$ cat config.mk
export PLATFORM = sky130hd
export DESIGN_NAME = mux_select_sequencer_flat
export DESIGN_NICKNAME = d
export VERILOG_FILES = /design/src/rtl/mux_select_sequencer_if.sv /design/src/rtl/mux_select_sequencer.sv /design/src/flat_wrapper.sv
export SDC_FILE = /design/constraint.sdc
export NUM_CORES = 1
export LEC_CHECK = 0
export CAP_MARGIN = 20
export CORE_UTILIZATION = 40
export DETAILED_ROUTE_END_ITERATION = 16
export GPL_TIMING_DRIVEN = 0
export MAX_ROUTING_LAYER = met4
export PLACE_DENSITY = 0.76
export SYNTH_ARGS = -nofsm -noshare
export SYNTH_HDL_FRONTEND = slang
export SYNTH_SLANG_ARGS = --single-unit
$ cat constraint.sdc
create_clock -name clk -period 2.4 [get_ports clk]
set_clock_uncertainty 0.05 [all_clocks]
set_input_delay 0.36 -clock clk [delete_from_list [all_inputs] [get_ports clk]]
set_output_delay 0.36 -clock clk [all_outputs]
set_load 0.03 [all_outputs]
$ cat src/rtl/mux_select_sequencer_if.sv
// rtl/mux_select_sequencer_if.sv - word handshake and mux drive bundle for mux_select_sequencer
// Purpose: groups the upstream word handshake, the scan controls and the mux drive / sample outputs.
// Signals:
//   in_valid/in_ready/in_data : upstream word handshake, in_data bit i feeds mux lane i
//   loop_en, abort            : scan controls from the upstream side
//   lines_out, sel_out        : registered mux input word and lane selector
//   bit_valid/first/last      : sample-cycle flags for the downstream serial capture
//   busy, done_pulse          : scan status
// master = upstream driver, slave = sequencer.
interface mux_select_sequencer_if #(
    parameter int LANES = 8,
    parameter int SEL_W = 4
);
    logic             in_valid;
    logic             in_ready;
    logic [LANES-1:0] in_data;
    logic             loop_en;
    logic             abort;
    logic [LANES-1:0] lines_out;
    logic [SEL_W-1:0] sel_out;
    logic             bit_valid;
    logic             bit_first;
    logic             bit_last;
    logic             busy;
    logic             done_pulse;

    modport master (
        output in_valid, in_data, loop_en, abort,
        input  in_ready, lines_out, sel_out, bit_valid, bit_first, bit_last, busy, done_pulse
    );

    modport slave (
        input  in_valid, in_data, loop_en, abort,
        output in_ready, lines_out, sel_out, bit_valid, bit_first, bit_last, busy, done_pulse
    );
endinterface

$ cat src/rtl/mux_select_sequencer.sv
// rtl/mux_select_sequencer.sv - steps an 8-to-1 mux selector across a held parallel word
// Purpose: accepts one LANES-bit word per handshake, holds it on the mux input lines and walks
//          the selector through lanes 0..LANES-1, DWELL cycles per lane, flagging each sample cycle.
// Ports:
//   clk   : rising-edge clock
//   reset : synchronous active-high reset
//   bus   : mux_select_sequencer_if.slave (handshake, controls, mux drive and status outputs)
module mux_select_sequencer #(
    parameter int LANES = 8,
    parameter int SEL_W = 4,
    parameter int DWELL = 1
) (
    input  logic                    clk,
    input  logic                    reset,
    mux_select_sequencer_if.slave   bus
);
    localparam int DW = (DWELL > 1) ? $clog2(DWELL) : 1;
    localparam logic [DW-1:0]    DWELL_LAST = DW'(DWELL - 1);
    localparam logic [SEL_W-1:0] SEL_LAST   = SEL_W'(LANES - 1);

    typedef enum logic {IDLE, SCAN} state_t;

    state_t           state, state_nx;
    logic [LANES-1:0] lines, lines_nx;
    logic [SEL_W-1:0] sel, sel_nx;
    logic [DW-1:0]    dwell, dwell_nx;
    logic             done, done_nx;
    logic             ready;
    logic             sample;

    assign sample = (state == SCAN) && (dwell == DWELL_LAST);

    always_ff @(posedge clk) begin
        if (reset) begin
            state <= IDLE;
            lines <= '0;
            sel   <= '0;
            dwell <= '0;
            done  <= 1'b0;
        end else begin
            state <= state_nx;
            lines <= lines_nx;
            sel   <= sel_nx;
            dwell <= dwell_nx;
            done  <= done_nx;
        end
    end

    always_comb begin
        state_nx = state;
        lines_nx = lines;
        sel_nx   = sel;
        dwell_nx = dwell;
        done_nx  = 1'b0;
        ready    = 1'b0;
        case (state)
            IDLE: begin
                ready = 1'b1;
                if (bus.in_valid) begin
                    lines_nx = bus.in_data;
                    sel_nx   = '0;
                    dwell_nx = '0;
                    state_nx = SCAN;
                end
            end
            SCAN: begin
                if (bus.abort) begin
                    // Abort outranks end-of-scan: no reload, no loop, no done.
                    state_nx = IDLE;
                    sel_nx   = '0;
                    dwell_nx = '0;
                end else if (sample) begin
                    dwell_nx = '0;
                    if (sel != SEL_LAST) begin
                        sel_nx = sel + 1'b1;
                    end else if (bus.loop_en) begin
                        sel_nx = '0;
                    end else begin
                        // Final cycle: a waiting word loads here so the next scan has no bubble.
                        ready   = 1'b1;
                        done_nx = 1'b1;
                        sel_nx  = '0;
                        if (bus.in_valid) begin
                            lines_nx = bus.in_data;
                        end else begin
                            state_nx = IDLE;
                        end
                    end
                end else begin
                    dwell_nx = dwell + 1'b1;
                end
            end
            default: state_nx = IDLE;
        endcase
    end

    assign bus.in_ready   = ready & ~reset;
    assign bus.lines_out  = lines;
    assign bus.sel_out    = sel;
    assign bus.bit_valid  = sample;
    assign bus.bit_first  = sample && (sel == '0);
    assign bus.bit_last   = sample && (sel == SEL_LAST);
    assign bus.busy       = (state == SCAN);
    assign bus.done_pulse = done;
endmodule

$ cat src/flat_wrapper.sv
// flat-port wrapper written by rule: the top's interface ports become plain ports
module mux_select_sequencer_flat 
#(
    parameter int LANES = 8,
    parameter int SEL_W = 4,
    parameter int DWELL = 1
)
  (clk, reset, bus_in_valid, bus_in_data, bus_loop_en, bus_abort, bus_in_ready, bus_lines_out, bus_sel_out, bus_bit_valid, bus_bit_first, bus_bit_last, bus_busy, bus_done_pulse);
  mux_select_sequencer_if #(.LANES(LANES), .SEL_W(SEL_W)) bus_i ();
  input  logic clk;
  input  logic reset;
  input wire logic [$bits(bus_i.in_valid)-1:0] bus_in_valid;
  input wire logic [$bits(bus_i.in_data)-1:0] bus_in_data;
  input wire logic [$bits(bus_i.loop_en)-1:0] bus_loop_en;
  input wire logic [$bits(bus_i.abort)-1:0] bus_abort;
  output wire logic [$bits(bus_i.in_ready)-1:0] bus_in_ready;
  output wire logic [$bits(bus_i.lines_out)-1:0] bus_lines_out;
  output wire logic [$bits(bus_i.sel_out)-1:0] bus_sel_out;
  output wire logic [$bits(bus_i.bit_valid)-1:0] bus_bit_valid;
  output wire logic [$bits(bus_i.bit_first)-1:0] bus_bit_first;
  output wire logic [$bits(bus_i.bit_last)-1:0] bus_bit_last;
  output wire logic [$bits(bus_i.busy)-1:0] bus_busy;
  output wire logic [$bits(bus_i.done_pulse)-1:0] bus_done_pulse;
  assign bus_i.in_valid = bus_in_valid;
  assign bus_i.in_data = bus_in_data;
  assign bus_i.loop_en = bus_loop_en;
  assign bus_i.abort = bus_abort;
  assign bus_in_ready = bus_i.in_ready;
  assign bus_lines_out = bus_i.lines_out;
  assign bus_sel_out = bus_i.sel_out;
  assign bus_bit_valid = bus_i.bit_valid;
  assign bus_bit_first = bus_i.bit_first;
  assign bus_bit_last = bus_i.bit_last;
  assign bus_busy = bus_i.busy;
  assign bus_done_pulse = bus_i.done_pulse;
  mux_select_sequencer #(.LANES(LANES), .SEL_W(SEL_W), .DWELL(DWELL)) u_core (.clk(clk), .reset(reset), .bus(bus_i));
endmodule
==> results of run 1 <==
==> power breakdown <==
group	switching, W	total [W]	internal, W
Combinational	0.0000666	0.000127	0.0000607
Clock	0.0000816	0.000143	0.0000618
Sequential	0.00000591	0.000265	0.000259
==> path summary, 6_finish.rpt <==
| kind | from | end | slack [ns] | cells after the start |
|---|---|---|---|---|
| worst min-delay path | u_core.bus.sel_out[0] | u_core.bus.sel_out[0] | 0.45 | 2 |
| worst min register to register | u_core.bus.sel_out[0] | u_core.bus.sel_out[0] | 0.45 | 2 |
| worst max register to register | u_core.bus.sel_out[1] | u_core.bus.lines_out[2] | 0.84 | 5 |
| worst max-delay path | u_core.bus.sel_out[0] | bus_in_ready | 0.07 | 6 |
==> sequential cells by signal, summed over array words and instances, names as in the netlist <==
register	cells
u_core.bus.sel_out	4
u_core.bus.lines_out	8
u_core.bus.busy	1
u_core.bus.done_pulse	1
u_core.dwell	1
==> tightest hold or removal path, delay by kind of cell (launching register included) <==
kind | cells | cell delay (ns)
AOI/OAI and AO/OA | 1 | 0.05
DFF | 1 | 0.36
and+or+nand+nor | 1 | 0.06
==> per-layer routing <==
metal  global-route usage  up-vias  part of all wire
li1                     -      330                 -
met1               0.2159      298              0.49
met2               0.2627       22              0.46
met3              0.03750        2             0.039
met4              0.07273        0             0.010
met5                    -        -                 0
==> cells in the mapped netlist <==
cell type / number / area (µm²)
dfxtp_1: 15 / 300.3
nor2_1: 11 / 41.29
mux2i_1: 8 / 80.08
a21oi_1: 4 / 20.02
inv_1: 4 / 15.01
nor2b_1: 3 / 18.77
ha_1: 2 / 25.02
nand2_1: 2 / 7.510
nor3_1: 2 / 10.01
o21ai_0: 2 / 10.01
a211oi_1: 1 / 7.510
a21oi_2: 1 / 8.760
a21oi_4: 1 / 16.27
a22oi_1: 1 / 7.510
a31oi_1: 1 / 6.260
and4b_1: 1 / 10.01
buf_4: 1 / 7.510
clkbuf_1: 1 / 3.750
nand2_2: 1 / 6.260
nand2b_4: 1 / 13.76
nand3b_1: 1 / 7.510
nor3b_1: 1 / 7.510
nor4_1: 1 / 6.260
nor4b_1: 1 / 8.760
o211ai_1: 1 / 7.510
o22ai_1: 1 / 6.260
o41ai_2: 1 / 16.27
or2_1: 1 / 6.260
or4_1: 1 / 7.510
or4b_4: 1 / 13.76
==> stage by stage <==
stage | cell area, µm² | total power [W]
4_1_cts | 1061 | 0.0005444
6_report | 1069 | 0.0005354
5_1_grt | 1069 | 0.0005628
3_3_place_gp | 1023 | 0.0003981
3_5_place_dp | 1023 | 0.0003998
2_1_floorplan | 703.2 | 0.0003417
==> cells by family (layout without fill, tap and decap cells) <==
logic type	after synthesis	after routing	synth area share
mux	8	8	0.1139
simple gates	28	28	0.2349
compound gates	14	14	0.1513
flops	15	15	0.4270
buf+inv	6	40	0.03736
fa+ha+maj	2	2	0.03558
==> timing repair <==
item	4_1_cts	5_1_grt
setup buffers	0	0
resized for setup	9	3
setup endpoints to repair	1	2
==> final cells by class <==
class	count	area [µm²]	share of cell area
plain buffers	2	11.26	0.01054
clock buffers	3	22.52	0.02108
clock inverters	1	5.005	0.004684
inverters	4	15.01	0.01405
multi-input cells	52	389.1	0.3642
flip-flops and latches	15	305.3	0.2857
well taps	16	20.02	0.01874
repair buffers	30	300.3	0.2810
==> results.toml, run 1 <==
[outcome]
status = "finished clean"

[logic_synthesis]
syn_nets = 88
ys_seq_elements = 15
synth-seq-area-share = 0.4270
syn-cell-area_um2 = 703.2
yosysUniqueCellTypes = 30
syn_area_per_cell_um2 = 9.633
synthCells = 73
yosys_warnings = 0

[floorplanning]
ioPinCount = 31
die_area_um2 = 1929
num_rows = 14
start_util = 0.4460
coreArea_um2 = 1577
die-width_um = 43.93
die_y_um = 43.93

[setup_path]
worst-path-buf-inv = 1
path_cells = "ha_4, nand2_2, or4_1, or2_1, a21oi_2, clkbuf_4"
arrival_ns = 1.92
end_kind = "output port"
slowest_stage = "or4_1"
path_max_fanout = 6
cp-start-kind = "register"
cp_top_family = "simple AND/OR/NAND/NOR gates"
slowest_delay_ns = 0.43
critPathRequiredTime_ns = 1.99
timing_worst_setup_path_type = "register to output port"

[global_routing]
grt_pass1_wl_um = 2366
grt_start_max_net_pins = 11
antenna_found_initial = 0
first_global_vias = 557
grtUsageTotal = 0.1709
grt_remaining_overflow = 0

[placed_design]
numPortBuffers = 30
place_hpwl_um = 1125
place_inst = 119
gp_congestion = 0.7955
pre_cts_slack_ns = -0.3506

[clock_tree]
insertion_delay_ns = 0.28
htreeDepth = 1
numCtsBuffers = 3
cts_tree = "done"
cts-root-buf = "clkbuf_4"
clkSinkCount = 15
hold_buffers = 0
clk_path_buf_depth = 2
clk_pin_slew_ns = 0.09

[route]
wirelength_um = 1480
drt_first_pass_iters = 6
drt_iter0_drc = 36
ant_nets = 0
wire_per_inst_um = 12.03
via_count = 652
drt-vias-per-instance = 5.301
route.detailed.drc = 0

[finish]
final_core_util = 0.6778
mostFrequentLayoutCell = "clkdlybuf4s50_1"
layout-drive-gt1-share = 0.1402
layout_common_cells = "clkdlybuf4s50_1 (28), dfxtp_1 (13), nor2_1 (11), mux2i_1 (8)"
fillers = 128
final_net_count = 123
fin_cells = 123
diodes = 0
area_growth_pct = 51.96

[timing]
hold_viol = 0
holdWs_ns = 0.4524
tightest_slew_ns = 0.4660
worst_slack_ns = 0.07374
slew_headroom = 0.6893
finalMaxSlewViolations = 0
setup-violations-final = 0
setup_tns_ns = 0
fin_crit_sh = 0.9693
rsz0062_at_grt = "no"
period_needed_ns = 2.326
max_freq_mhz = 429.9

[power]
p_leak_nw = 0.4379
ir_worst_vdd_mv = 0.3639
power_density_nw_per_um2 = 501.0

[min_path]
hold_class = "register to register"

[job]
cap_violations = 0
Note: power is estimated with default switching activity, not from simulation.
==> run 2: changes to the inputs <==
--- a/config.mk
+++ b/config.mk
@@ -11,6 +11,7 @@
 export GPL_TIMING_DRIVEN = 0
 export MAX_ROUTING_LAYER = met4
 export PLACE_DENSITY = 0.76
+export SLEW_MARGIN = 20
 export SYNTH_ARGS = -nofsm -noshare
 export SYNTH_HDL_FRONTEND = slang
 export SYNTH_SLANG_ARGS = --single-unit
==> results of run 2 <==
Final layout, timing and power as in run 1 (identical DEF).
==> run 3: changes to the inputs <==
--- a/config.mk
+++ b/config.mk
@@ -6,6 +6,7 @@
 export NUM_CORES = 1
 export LEC_CHECK = 0
 export CAP_MARGIN = 20
+export CORE_MARGIN = 2
 export CORE_UTILIZATION = 40
 export DETAILED_ROUTE_END_ITERATION = 16
 export GPL_TIMING_DRIVEN = 0
==> run 3 against run 2 <==
Global-route usage grew 0.24 points. Setup slack gained 0.030 ns. Sequential share of layout area grew 0.23 points. Non-clock buffer count is the same. Die area grew 9.3%. Count of clock-buffer cells in the layout is the same. Worst hold slack gained 0.00087 ns. Flip-flop and latch count is the same. Fmax grew 1.3%. Sequential power is essentially flat. First-iteration DRC count shrank 83%. Wire length grew 5.2%.
==> results.toml, run 3 (same netlist as run 1, synthesis figures left out) <==
[outcome]
status = "finished clean"

[timing]
slew_headroom = 0.6881
setup_tns_ns = 0
tightest_slew_ns = 0.4679
worst_slack_ns = 0.1034
hold_viol = 0
rsz0062_at_grt = "no"
period_needed_ns = 2.297
setup-violations-final = 0
finalMaxSlewViolations = 0
max_freq_mhz = 435.4
holdWs_ns = 0.4532
fin_crit_sh = 0.9569

[clock_tree]
cts_tree = "done"
htreeDepth = 1
insertion_delay_ns = 0.29
clk_pin_slew_ns = 0.09
cts-root-buf = "clkbuf_4"
clk_path_buf_depth = 2
hold_buffers = 0
numCtsBuffers = 3
post_cts_buffers = 0
clkSinkCount = 15

[setup_path]
r2r_start = "u_core.bus.sel_out[1]"
timing_worst_setup_path_type = "register to output port"
cp-start-kind = "register"
path_max_fanout = 6
end_kind = "output port"
cp-startpoint = "u_core.bus.sel_out[0]"
critPathRequiredTime_ns = 1.99
arrival_ns = 1.89

[floorplanning]
num_rows = 15
start_util = 0.4163
coreArea_um2 = 1689
ioPinCount = 31
die_y_um = 45.93
die_area_um2 = 2109
die-width_um = 45.93

[job]
cap_violations = 0

[min_path]
hold_class = "register to register"
hp-start = "u_core.bus.lines_out[7]"

[route]
wire_per_inst_um = 12.56
wirelength_um = 1557
ant_nets = 0
drt_first_pass_iters = 4
route.detailed.drc = 0
drt-vias-per-instance = 5.153
drt_iter0_drc = 6
via_count = 639

[finish]
final_net_count = 123
fillers = 151
final_core_util = 0.6326
largest_register_ffs = 8
stdcell_area_um2 = 1069
area_growth_pct = 51.96
mostFrequentLayoutCell = "clkdlybuf4s50_1"
layout_common_cells = "clkdlybuf4s50_1 (28), dfxtp_1 (13), nor2_1 (11), mux2i_1 (8)"
layout-drive-gt1-share = 0.1402
diodes = 0

[global_routing]
grt_pass1_wl_um = 2553
grt_remaining_overflow = 0
grt_start_max_net_pins = 11
grtUsageTotal = 0.1733
antenna_found_initial = 0
first_global_vias = 606

[placed_design]
numPortBuffers = 30
place_hpwl_um = 1187
pre_cts_slack_ns = -0.3640
placed_area_um2 = 1025
gp_congestion = 0.7622

[power]
p_leak_nw = 0.4277
power_density_nw_per_um2 = 503.3
ir_worst_vdd_mv = 0.3318
-- run 3: cell count changes in the layout (fill, tap and decap cells not counted), sizes merged --
cell          previous run  this run
dlymetal6s2s             1         0
dlygate4sd2              0         1
clkbuf                   5         4
buf                      1         2
-- run 3: per-stage QoR --
step	std cells	total power (W)
global placement	120	0.0003983
detailed placement	120	0.0004003
floorplan	73	0.0003417
finish	124	0.0005378
global route	124	0.0005590
CTS	124	0.0005425
-- run 3: layout make-up --
class | instances | area (µm²) | share of cell area
Buffer | 2 | 11.26 | 0.01054
Clock buffer | 3 | 22.52 | 0.02108
Clock inverter | 1 | 5.005 | 0.004684
Inverter | 4 | 15.01 | 0.01405
Multi-Input combinational cell | 52 | 389.1 | 0.3642
Sequential cell | 15 | 307.8 | 0.2881
Tap cell | 17 | 21.27 | 0.01991
Timing Repair Buffer | 30 | 296.5 | 0.2775
-- run 3: path summary, 6_finish.rpt --
check	endpoint	slack [ns]	depth (start not counted)
max	bus_in_ready	0.10	6
min	u_core.bus.lines_out[7]	0.45	2
max reg2reg	u_core.bus.lines_out[0]	0.83	5
min reg2reg	u_core.bus.lines_out[7]	0.45	2
-- run 3: power by group --
| group | internal [W] | total, W | leakage [nW] | switching (W) |
|---|---|---|---|---|
| clock network | 0.0000620 | 0.000146 | 0.0177 | 0.0000843 |
| logic | 0.0000602 | 0.000128 | 0.286 | 0.0000673 |
| registers | 0.000258 | 0.000264 | 0.124 | 0.00000607 |
-- run 3: repair_timing --
action                                  CTS  global route
resized for setup                        10             4
endpoints found under the setup margin    2             1
pin swaps                                 0             0
-- run 3: worst max-delay path: stages (launching register included) --
cell and delay [ns]:
dfxtp_4 0.38, ha_4 0.18, nand2_2 0.07, or4_1 0.43, or2_1 0.24, a21oi_2 0.13
buf_4 0.17
-- run 3: routing by layer --
layer / up-vias / track usage / part of all wire
met1: 290 / 0.2107 / 0.46
met2: 15 / 0.2694 / 0.49
met4: 0 / 0.08571 / 0.022
li1: 329 / - / -
met5: - / - / 0
met3: 5 / 0.03571 / 0.031
